**config.mk**
```make
export PLATFORM = sky130hd
export DESIGN_NAME = demux_memoria1x4_4bits_flat
export DESIGN_NICKNAME = d
export VERILOG_FILES = /design/src/rtl/demux_memoria1x4_4bits_if.sv /design/src/rtl/demux_memoria1x4_4bits.sv /design/src/flat_wrapper.sv
export SDC_FILE = /design/constraint.sdc
export NUM_CORES = 1
export LEC_CHECK = 0
export ABC_CLOCK_PERIOD_IN_PS = 2700
export CAP_MARGIN = 20
export CORE_UTILIZATION = 47
export CTS_CLUSTER_SIZE = 30
export DETAILED_ROUTE_END_ITERATION = 7
export GPL_TIMING_DRIVEN = 1
export PLACE_DENSITY = 0.82
export SYNTH_ARGS = -nofsm -noshare
export SYNTH_HDL_FRONTEND = slang
export SYNTH_SLANG_ARGS = --single-unit
```
**constraint.sdc**
```tcl
create_clock -name clk -period 2.7 [get_ports clk]
set_input_delay 0.405 -clock clk [delete_from_list [all_inputs] [get_ports clk]]
set_output_delay 0.405 -clock clk [all_outputs]
set_load 0.02 [all_outputs]
```
**src/rtl/demux_memoria1x4_4bits_if.sv**
```systemverilog
// Bundle between the single-stream source and the four-lane registered demux.
// The master drives the word stream and lane control; the slave returns lane state.
interface demux_memoria1x4_4bits_if #(
  parameter int DATA_W = 4
);
  logic [1:0]        selector;
  logic              auto_sel;
  logic              valid_input;
  logic [DATA_W-1:0] data_in;
  logic [DATA_W-1:0] data_out0;
  logic [DATA_W-1:0] data_out1;
  logic [DATA_W-1:0] data_out2;
  logic [DATA_W-1:0] data_out3;
  logic              valid_out0;
  logic              valid_out1;
  logic              valid_out2;
  logic              valid_out3;
  logic [1:0]        lane_ptr;
  logic              frame_done;

  modport master (
    output selector, auto_sel, valid_input, data_in,
    input  data_out0, data_out1, data_out2, data_out3,
    input  valid_out0, valid_out1, valid_out2, valid_out3,
    input  lane_ptr, frame_done
  );

  modport slave (
    input  selector, auto_sel, valid_input, data_in,
    output data_out0, data_out1, data_out2, data_out3,
    output valid_out0, valid_out1, valid_out2, valid_out3,
    output lane_ptr, frame_done
  );
endinterface

```
**src/rtl/demux_memoria1x4_4bits.sv**
```systemverilog
// Registered 1-to-4 demux: each accepted word lands in one lane's holding register
// with a one-cycle valid pulse; lane chosen by selector or a round-robin pointer.
module demux_memoria1x4_4bits #(
  parameter int DATA_W = 4
) (
  input  logic                      clk,
  input  logic                      reset_L,
  demux_memoria1x4_4bits_if.slave   bus
);
  logic [DATA_W-1:0] data_reg [4];
  logic [3:0]        valid_reg;
  logic [1:0]        lane_ptr_reg;
  logic              frame_done_reg;
  logic [1:0]        dest;
  logic              accept;

  // The pointer is forced to 0 outside auto mode, so a rising auto_sel starts at lane 0.
  always_comb begin
    accept = bus.valid_input;
    dest   = bus.auto_sel ? lane_ptr_reg : bus.selector;
  end

  for (genvar gi = 0; gi < 4; gi++) begin : g_lane
    always_ff @(posedge clk) begin
      if (!reset_L) begin
        data_reg[gi]  <= '0;
        valid_reg[gi] <= 1'b0;
      end else begin
        valid_reg[gi] <= accept && (dest == 2'(gi));
        if (accept && (dest == 2'(gi)))
          data_reg[gi] <= bus.data_in;
      end
    end
  end

  always_ff @(posedge clk) begin
    if (!reset_L) begin
      lane_ptr_reg   <= 2'd0;
      frame_done_reg <= 1'b0;
    end else begin
      frame_done_reg <= bus.auto_sel && accept && (lane_ptr_reg == 2'd3);
      if (!bus.auto_sel)
        lane_ptr_reg <= 2'd0;
      else if (accept)
        lane_ptr_reg <= lane_ptr_reg + 2'd1;
    end
  end

  assign bus.data_out0  = data_reg[0];
  assign bus.data_out1  = data_reg[1];
  assign bus.data_out2  = data_reg[2];
  assign bus.data_out3  = data_reg[3];
  assign bus.valid_out0 = valid_reg[0];
  assign bus.valid_out1 = valid_reg[1];
  assign bus.valid_out2 = valid_reg[2];
  assign bus.valid_out3 = valid_reg[3];
  assign bus.lane_ptr   = lane_ptr_reg;
  assign bus.frame_done = frame_done_reg;
endmodule

```
**src/flat_wrapper.sv**
```systemverilog
// flat-port wrapper written by rule: the top's interface ports become plain ports
module demux_memoria1x4_4bits_flat 
#(
  parameter int DATA_W = 4
)
  (clk, reset_L, bus_selector, bus_auto_sel, bus_valid_input, bus_data_in, bus_data_out0, bus_data_out1, bus_data_out2, bus_data_out3, bus_valid_out0, bus_valid_out1, bus_valid_out2, bus_valid_out3, bus_lane_ptr, bus_frame_done);
  demux_memoria1x4_4bits_if #(.DATA_W(DATA_W)) bus_i ();
  input  logic clk;
  input  logic reset_L;
  input wire logic [$bits(bus_i.selector)-1:0] bus_selector;
  input wire logic [$bits(bus_i.auto_sel)-1:0] bus_auto_sel;
  input wire logic [$bits(bus_i.valid_input)-1:0] bus_valid_input;
  input wire logic [$bits(bus_i.data_in)-1:0] bus_data_in;
  output wire logic [$bits(bus_i.data_out0)-1:0] bus_data_out0;
  output wire logic [$bits(bus_i.data_out1)-1:0] bus_data_out1;
  output wire logic [$bits(bus_i.data_out2)-1:0] bus_data_out2;
  output wire logic [$bits(bus_i.data_out3)-1:0] bus_data_out3;
  output wire logic [$bits(bus_i.valid_out0)-1:0] bus_valid_out0;
  output wire logic [$bits(bus_i.valid_out1)-1:0] bus_valid_out1;
  output wire logic [$bits(bus_i.valid_out2)-1:0] bus_valid_out2;
  output wire logic [$bits(bus_i.valid_out3)-1:0] bus_valid_out3;
  output wire logic [$bits(bus_i.lane_ptr)-1:0] bus_lane_ptr;
  output wire logic [$bits(bus_i.frame_done)-1:0] bus_frame_done;
  assign bus_i.selector = bus_selector;
  assign bus_i.auto_sel = bus_auto_sel;
  assign bus_i.valid_input = bus_valid_input;
  assign bus_i.data_in = bus_data_in;
  assign bus_data_out0 = bus_i.data_out0;
  assign bus_data_out1 = bus_i.data_out1;
  assign bus_data_out2 = bus_i.data_out2;
  assign bus_data_out3 = bus_i.data_out3;
  assign bus_valid_out0 = bus_i.valid_out0;
  assign bus_valid_out1 = bus_i.valid_out1;
  assign bus_valid_out2 = bus_i.valid_out2;
  assign bus_valid_out3 = bus_i.valid_out3;
  assign bus_lane_ptr = bus_i.lane_ptr;
  assign bus_frame_done = bus_i.frame_done;
  demux_memoria1x4_4bits #(.DATA_W(DATA_W)) u_core (.clk(clk), .reset_L(reset_L), .bus(bus_i));
endmodule
```
==> flow_summary.ini, run 1 <==
[outcome]
outcome = complete, no violations

[power_and_ir_drop]
netSwitchingFraction_pct = 24.7
power.leakage_nw = 0.478
ir_drop_mv = 0.308
p_switching_mw = 0.166
power_density_nw_per_um2 = 494
finalPower_mw = 0.673
p_clk_share_pct = 21.9
p_int_mw = 0.507
seqPwrFrac_pct = 59.5
comb_power_share_pct = 18.5

[setup_path]
worstPathArrival_ns = 1.93
rr_worst_depth = 1
worstPathCellList = clkdlybuf4s50_1 -> nand2_1 -> o311ai_0
max_stage_delay_ns = 0.75
critPathTopFamily = compound AO/OA/AOI/OAI gates
r2r-end = u_core.data_reg[0][0]
crit_type = in -> reg
r2r-start = u_core.bus.lane_ptr[0]
critPathLaunchType = primary input
endpoint_kind = flip-flop
crit_path_top_delay_cell = o311ai_0
reg2reg_setup_slack_ns = 1.13
cp.required_ns = 2.64
worst-path-buf-inv = 1
crit_fanout = 9

[floorplanning]
die-height_um = 47.5
dieArea_um2 = 2260
initial_utilization_pct = 49.7
core_um2 = 1960
io-pin-count = 33
die_x_um = 47.5
rows = 16

[sta]
post-route-min-period_ns = 2.00
setup_viol = 0
rsz0062_at_grt = no
drv_slew = 0
setup_ws_ns = 0.703
slew_headroom_pct = 40.6
tightest_slew_ns = 0.880
fin_skew_ns = 0.00921
post-route-period-util_pct = 74.0
max_freq_mhz = 501
hold_violations = 0
worst_hold_slack_ns = 0.635
setup_tns_ns = 0

[final_layout]
antennaDiodeCount = 0
area_growth_pct = 39.8
largest_reg_flops = 16
final_cell_mix = clkdlybuf4s50_1 (32), nor4_1 (16), edfxtp_1 (16), dfxtp_1 (7), inv_1 (5)
layout.nets = 123
final_common_cell = clkdlybuf4s50_1
final_layout_size_suffix_gt1_share_pct = 9.91
n_fill_cell = 147

[cts]
cts_buffer_depth = 2
cts_root_buf = clkbuf_4
clock_sinks = 23
post-cts-setup-buffers = 0
cts_max_level = 1
postCtsHoldBufs = 0
cts_buffers = 3
path_clk_slew_ns = 0.11
cts_tree = built
clk-insertion-delay-late_ns = 0.30
cts-resized-gates = 0

[logic_synthesis]
netlist_instances = 75
syn_area_um2 = 975
syn-num-nets = 86
syn_avg_cell_area_um2 = 13.0
synth_area_leaders = edfxtp_1 (49%), dfxtp_1 (14%), nor4_1 (10%)
ys_ff_latch = 23
synth_top_cell_by_area = edfxtp_1
synth.distinct_cells = 21
seq_area_frac_synth_pct = 63.7
yosys_warnings = 0
synth.top_cell.area_share_pct = 49.3

[min_path]
holdPathStages = 2
hold_start = u_core.bus.lane_ptr[0]
whs_endpoint = u_core.bus.lane_ptr[0]
hold_path_class = reg -> reg

[placed_design]
portBuffers = 32
pre_cts_ws_ns = 0.410
place.gp.congestion = 0.708
place_hpwl_um = 1570

[grt]
grt-ovfl-total = 0
grt_pass1_vias = 640
grt_pass1_wl_um = 2870
track_usage_pct = 18.9
grt_max_degree = 22
antenna_found_initial = 0

[detailed_routing]
drt_wl_total_um = 2050
num_vias = 774
drc = 0
vias_per_cell = 5.61
wl_per_cell_um = 14.8
firstDrtPassIters = 4
ant_nets = 0
drtIter0Drc = 34

[flow_run]
cap_violations = 0
## worst max path at each step
stage | start | to | slack (ns) | cells after the start
3_5_place_dp | bus_valid_input | u_core.data_reg[0][3] | 0.41 | 3
4_1_cts | bus_valid_input | u_core.data_reg[0][1] | 0.71 | 3
2_1_floorplan | u_core.bus.lane_ptr[1] | u_core.data_reg[2][0] | 1.04 | 2
3_3_place_gp | bus_valid_input | u_core.data_reg[0][1] | 0.46 | 3
5_1_grt | bus_valid_input | u_core.data_reg[0][3] | 0.60 | 3
6_report | bus_valid_input | u_core.data_reg[0][0] | 0.70 | 3
## Yosys cell counts, drive strengths merged
cell type / number
inv: 5
o311ai: 2
ha: 1
edfxtp: 16
nand2: 4
clkbuf: 2
mux2i: 3
mux2: 2
nand4b: 1
or4b: 1
o211ai: 2
nor4: 16
dfxtp: 7
nand3: 1
nor3: 4
xnor2: 1
nor2: 3
buf: 2
nand4bb: 2
## power by group through the flow
stage	Sequential, mW	Combinational (mW)	Clock [mW]
floorplan	0.431	0.0410	0
global placement	0.408	0.120	0
detailed placement	0.409	0.124	0
CTS	0.401	0.125	0.148
global route	0.403	0.132	0.168
finish	0.401	0.125	0.148
## area by class of cell
class	instances	area (um^2)	share of cell area, %
clock buffer	3	22.5	1.65
clock inverter	1	5.00	0.367
inverter	5	18.8	1.38
multi-input combinational	43	312	22.9
sequential	23	621	45.5
tap	27	33.8	2.48
timing repair buffer	36	350	25.7
## per-layer routing
metal | vias up | share of wire, % | track usage, %
li1 | 372 | - | -
met1 | 363 | 40 | 22.6
met2 | 34 | 52 | 33.2
met3 | 5 | 6.1 | 3.77
met4 | 0 | 1.5 | 8.33
met5 | - | 0 | 0
## per-stage QoR
stage          instances  instance area [um^2]  utilization [%]
2_1_floorplan         75                   975                -
3_3_place_gp         134                  1340             68.0
3_5_place_dp         134                  1340             68.0
4_1_cts              138                  1360             69.5
5_1_grt              138                  1360             69.5
6_report             138                  1360             69.5
## worst min-delay path, delay by kind of cell, from the launching register on
family | cells | cell delay (ns)
DFF | 1 | 0.41
and+or+nand+nor | 1 | 0.04
xor gates and xnor gates | 1 | 0.16
## cells by family (layout without fill, tap and decap cells)
family	after synthesis	count (layout)	synth area share [%]
AO/OA/AOI/OAI	4	4	3.34
XOR/XNOR	1	1	0.899
adder cells (fa/ha/maj)	1	1	1.28
buffers and inverters	9	45	4.36
flip-flops	23	23	63.7
multiplexers	5	5	6.16
AND/OR/NAND/NOR	32	32	20.3
(Power assumes the default switching activity.)
==> run 2: changes to the inputs <==
Settings changed: ABC_CLOCK_PERIOD_IN_PS 2700 to 1700, CORE_UTILIZATION 47 to 39, PLACE_DENSITY 0.82 to 0.73.
Clock period 2.7 ns to 1.7 ns, I/O delays scaled along.
==> run 2 against run 1 <==
Cell area increased by 8.3%. Global-route usage down 2.7 points. Sequential power increased by 58%. Critical endpoint is now u_core.data_reg[1][2].
==> flow_summary.ini, run 2 (synthesis results as in run 1) <==
[final_layout]
area_growth_pct = 51.3
final_layout_size_suffix_gt1_share_pct = 19.4
layout.nets = 136
final_cell_mix = clkdlybuf4s50_1 (30), nor4_1 (16), buf_4 (16), edfxtp_1 (16), dfxtp_1 (7)
fin_cells = 152
antennaDiodeCount = 0
fin_area_um2 = 1480
final_common_cell = clkdlybuf4s50_1
largest_reg_flops = 16

[floorplanning]
io-pin-count = 33
rows = 17
die-height_um = 52.0
core_um2 = 2280
die_x_um = 52.0
dieArea_um2 = 2700
initial_utilization_pct = 42.8

[cts]
clock_sinks = 23
clk-insertion-delay-late_ns = 0.30
post-cts-setup-buffers = 0
cts_buffers = 3
path_clk_slew_ns = 0.12
cts_tree = built
cts_root_buf = clkbuf_4
cts_max_level = 1
cts_buffer_depth = 2

[placed_design]
place_hpwl_um = 1530
place_area_um2 = 1450
dp_cells = 148
place.gp.congestion = 0.802
portBuffers = 32

[grt]
grt-ovfl-total = 0
grt_max_degree = 22
track_usage_pct = 16.2
grt_pass1_wl_um = 3200
antenna_found_initial = 0
grt_pass1_vias = 699

[setup_path]
crit_type = in -> reg
worstPathArrival_ns = 1.64
cp.required_ns = 1.81
endpoint_kind = flip-flop
crit_fanout = 10
critPathLaunchType = primary input

[sta]
fin_skew_ns = 0.00807
drv_slew = 0
max_freq_mhz = 653
rsz0062_at_grt = no
setup_viol = 0
hold_violations = 0
tightest_slew_ns = 0.607
post-route-period-util_pct = 90.1
post-route-min-period_ns = 1.53
setup_tns_ns = 0
slew_headroom_pct = 58.9

[power_and_ir_drop]
power_density_nw_per_um2 = 744
ir_drop_mv = 0.470
power.leakage_nw = 0.570
finalPower_mw = 1.10

[detailed_routing]
drc = 0
ant_nets = 0
num_vias = 794
firstDrtPassIters = 4
vias_per_cell = 5.22
drtIter0Drc = 33
drt_wl_total_um = 1980
wl_per_cell_um = 13.0

[flow_run]
cap_violations = 0

[outcome]
outcome = complete, no violations

[min_path]
hold_path_class = reg -> reg
run 2: cell types whose count changed in the layout (fill, tap and decap cells not counted):
cell | previous run | this run
o311ai_1 | 0 | 1
o311ai_0 | 2 | 1
buf_12 | 0 | 1
dlymetal6s2s_1 | 0 | 1
buf_4 | 4 | 16
dlygate4sd2_1 | 0 | 1
clkdlybuf4s50_1 | 32 | 30
run 2: what timing repair did:
| action | 4_1_cts | 5_1_grt |
|---|---|---|
| gates resized for setup | 1 | 2 |
| hold buffers | 0 | 0 |
| hold endpoints to repair | 0 | 0 |
| setup endpoints to repair | 1 | 5 |
| cloned | 0 | 0 |
run 2: critical path, cell delays in order:
cell,delay [ns]
clkdlybuf4s50_1,0.50
buf_4,0.19
mux2_4,0.36
nor4_1,0.33
run 2: path summary, 6_finish.rpt:
kind                                             start                     end  slack, ns  cells past startpoint
worst min-delay path            u_core.bus.lane_ptr[0]  u_core.bus.lane_ptr[0]       0.57                      2
worst max register to register  u_core.bus.lane_ptr[1]   u_core.data_reg[2][3]       0.29                      4
worst max-delay path                      bus_auto_sel   u_core.data_reg[1][2]       0.17                      4
worst min register to register  u_core.bus.lane_ptr[0]  u_core.bus.lane_ptr[0]       0.57                      2
run 2: metal layers:
layer  part of all wire, %  routed length (um)  global-route usage (%)  vias up
met5                     0                   0                       0        -
met4                  0.71                  14                    5.41        0
met3                   7.8                 154                    3.22        2
met2                    48                 942                    25.9       36
met1                    44                 863                    21.8      362
li1                      -                   -                       -      394
run 2: layout make-up:
class,instances,area [um^2]
fillers,187,801
well taps,28,35.0
clock inverters,1,5.00
flip-flops and latches,23,621
repair buffers,49,462
multi-input cells,43,312
inverters,5,18.8
clock buffers,3,22.5
run 2: where the power goes:
group / internal [mW] / switching, mW
clock: 0.0874 / 0.150
sequential: 0.626 / 0.00796
combinational: 0.113 / 0.113
total: 0.827 / 0.270
run 2: stage by stage:
stage	setup WS [ns]	hold WS, ns	util [%]
2_1_floorplan	0.0400	0.397	-
3_3_place_gp	-0.225	0.543	63.6
3_5_place_dp	-0.280	0.558	63.6
4_1_cts	0.0427	0.572	64.7
5_1_grt	0.129	0.602	64.8
6_report	0.168	0.569	64.8
==> run 3: changes to the inputs <==
Settings changed: SLEW_MARGIN set to 0.
==> results of run 3 <==
The final DEF is identical to that of run 2; final timing and power are the same.
==> RTL edit: new RTL, config.mk and constraints of run 3 <==
Make the reset (`reset_L`) asynchronous in 2 clocked blocks.
--- a/src/rtl/demux_memoria1x4_4bits.sv
+++ b/src/rtl/demux_memoria1x4_4bits.sv
@@ -22,5 +22,5 @@
 
   for (genvar gi = 0; gi < 4; gi++) begin : g_lane
-    always_ff @(posedge clk) begin
+    always_ff @(posedge clk or negedge reset_L) begin
       if (!reset_L) begin
         data_reg[gi]  <= '0;
@@ -34,5 +34,5 @@
   end
 
-  always_ff @(posedge clk) begin
+  always_ff @(posedge clk or negedge reset_L) begin
     if (!reset_L) begin
       lane_ptr_reg   <= 2'd0;
Formal check against the unedited RTL: differs if reset_L is asserted again (counterexample within 4 cycles, from zero or initial values and one cycle with reset_L low); with reset_L held inactive, the same outputs for 10 cycles.
==> RTL edit against run 3 <==
Count of clock-buffer cells in the layout is the same; wire length shrank 6.4%; core utilization shrank 4.0 points; design area shrank 7.1%; area after synthesis shrank 2.3%; sequential cell count is the same; setup slack lost 0.086 ns.
Power is not compared: it rests on default switching activity, and its combinational part moved more than twofold at a synthesized area within 25%.
==> RTL edit: results (changes against run 3) <==
[status]
status = complete, no violations

[drt]
first_iter_violations = 5  ; -85%
vias = 622  ; -22%
dr.pass1.iters = 4  ; unchanged
drt-total-wl_mm = 1.85  ; -6.4%

[final_layout]
drive_above_1_share_pct = 26.3  ; +6.9 points
nNetsFinal = 111  ; -18%
antennaDiodeCount = 0  ; unchanged

[placement]
numPortBuffers = 32  ; unchanged
hpwl_mm = 1.38  ; -10%
dp_slack_ns = -0.134  ; +0.147 ns
gp_congestion = 0.723  ; -9.8%

[clocking]
clock_latency_ns = 0.32  ; +0.02 ns
cts_root_buffer = clkbuf_4
clock_path_buffers = 2  ; unchanged
cts_made_buffers = 3  ; unchanged
clk_pin_slew_worst_paths_ns = 0.13
htree_levels = 1  ; unchanged

[synthesis]
synth_cell_types = 20  ; -4.8%
synth-seq-area-share_pct = 60.4  ; -3.2 points
synth_common_cells = dfrtp_1, mux2_2, mux2_1, mux2_4, nand2b_1
yosysWarnings = 0  ; unchanged
synthArstFlopShare_pct = 100  ; +100 points
synth.area.top_cells = dfrtp_1, mux2_2, mux2_4
synthesis.nets = 70  ; -19%

[worst_setup_path]
reg2regPathDepth = 3  ; -1
worstPathMaxFanout = 5  ; -5
critPathSlowestCell = clkdlybuf4s50_1
cp.arrival_ns = 1.36  ; -0.28 ns
crit_family = buffers and inverters
crit_path_max_incr_delay_ns = 0.63  ; +0.13 ns

[grt]
antenna_found_initial = 0  ; unchanged
grt_usage_pct = 17.0  ; +0.86 points
grt_pass1_vias = 686  ; -1.9%
grt_pass1_wl_mm = 3.17  ; -1.1%
grt_max_degree = 24  ; +9.1%

[pwr]
p_leak_nw = 0.614
vdd_ir_drop_max_mv = 0.795
net-switching-power_uw = 504

[hold_path]
min_path_type = primary input to async pin

[timing]
worstMarginPinSlew_ns = 0.347  ; -0.260 ns
fin_skew_ns = 0.0106  ; +0.00255 ns

## RTL edit: changes by cell type after synthesis, moves of 4 or more
| cell | change |
|---|---|
| nor3_1 | -4 |
| dfrtp_1 | +23 |
| mux2_1 | +4 |
| edfxtp_1 | -16 |
| dfxtp_1 | -7 |
| nor4_1 | -16 |
| mux2_2 | +8 |
## RTL edit: layout make-up
type	count	area (µm²)
fill	189	885
sequential	23	576
multi-input combinational	33	362
timing repair buffer	37	360
tap	28	35.0
clock buffer	3	22.5
clock inverter	1	7.51
inverter	2	7.51
## RTL edit: power by group through the flow
stage / registers (mW) / logic [mW] / clock network [mW]
floorplan: 0.872 / 0.152 / 0
finish: 0.725 / 0.595 / 0.259
global placement: 0.735 / 0.589 / 0
detailed placement: 0.735 / 0.600 / 0
global route: 0.740 / 0.630 / 0.284
CTS: 0.727 / 0.603 / 0.269
## RTL edit: through the flow
step / instance area (µm²) / util (%) / std cells / hold WS [ns] / setup TNS (ns)
6_report: 1370 / 60.8 / 127 / 0.267 / 0
5_1_grt: 1370 / 60.8 / 127 / 0.285 / 0
4_1_cts: 1370 / 60.7 / 127 / 0.277 / 0
3_5_place_dp: 1340 / 59.3 / 123 / 0.481 / -1.69
3_3_place_gp: 1340 / 59.3 / 123 / 0.492 / -1.28
2_1_floorplan: 952 / - / 59 / -0.0406 / 0
## RTL edit: repair_timing
item | CTS | global route
endpoints found under the setup margin | 0 | 1
endpoints found under the hold margin | 0 | 0
buffers inserted | 0 | 0
resized for setup | 0 | 1
## RTL edit: per-layer routing
layer  vias to the layer above  GRT usage, %  share of wire (%)
met3                         4          4.46                3.9
met5                         -             0                  0
met2                        16          27.1                 50
met4                         0          8.11                1.6
met1                       313          21.5                 44
li1                        289             -                  -
## RTL edit: worst paths after layout
kind | start | to | slack (ns)
hold / removal | reset_L | u_core.bus.data_out3[0] | 0.27
max in group asynchronous | reset_L | u_core.bus.lane_ptr[0] | 1.19
setup reg to reg | u_core.bus.lane_ptr[0] | u_core.bus.data_out0[3] | 0.27
hold reg to reg | u_core.bus.data_out0[3] | u_core.bus.data_out0[3] | 0.52
min in group clk | u_core.bus.data_out0[3] | u_core.bus.data_out0[3] | 0.52
setup / recovery | u_core.bus.lane_ptr[1] | bus_lane_ptr[1] | 0.08
## RTL edit: logic make-up after synthesis
| group | after synthesis | share of synthesized area, % |
|---|---|---|
| DFF | 23 | 60.4 |
| muxes | 17 | 21.6 |
| and+or+nand+nor | 10 | 6.31 |
| AOI/OAI and AO/OA | 4 | 7.89 |
| buffers and inverters | 3 | 1.58 |
| xor gates and xnor gates | 1 | 0.920 |
| adders and majority gates | 1 | 1.31 |
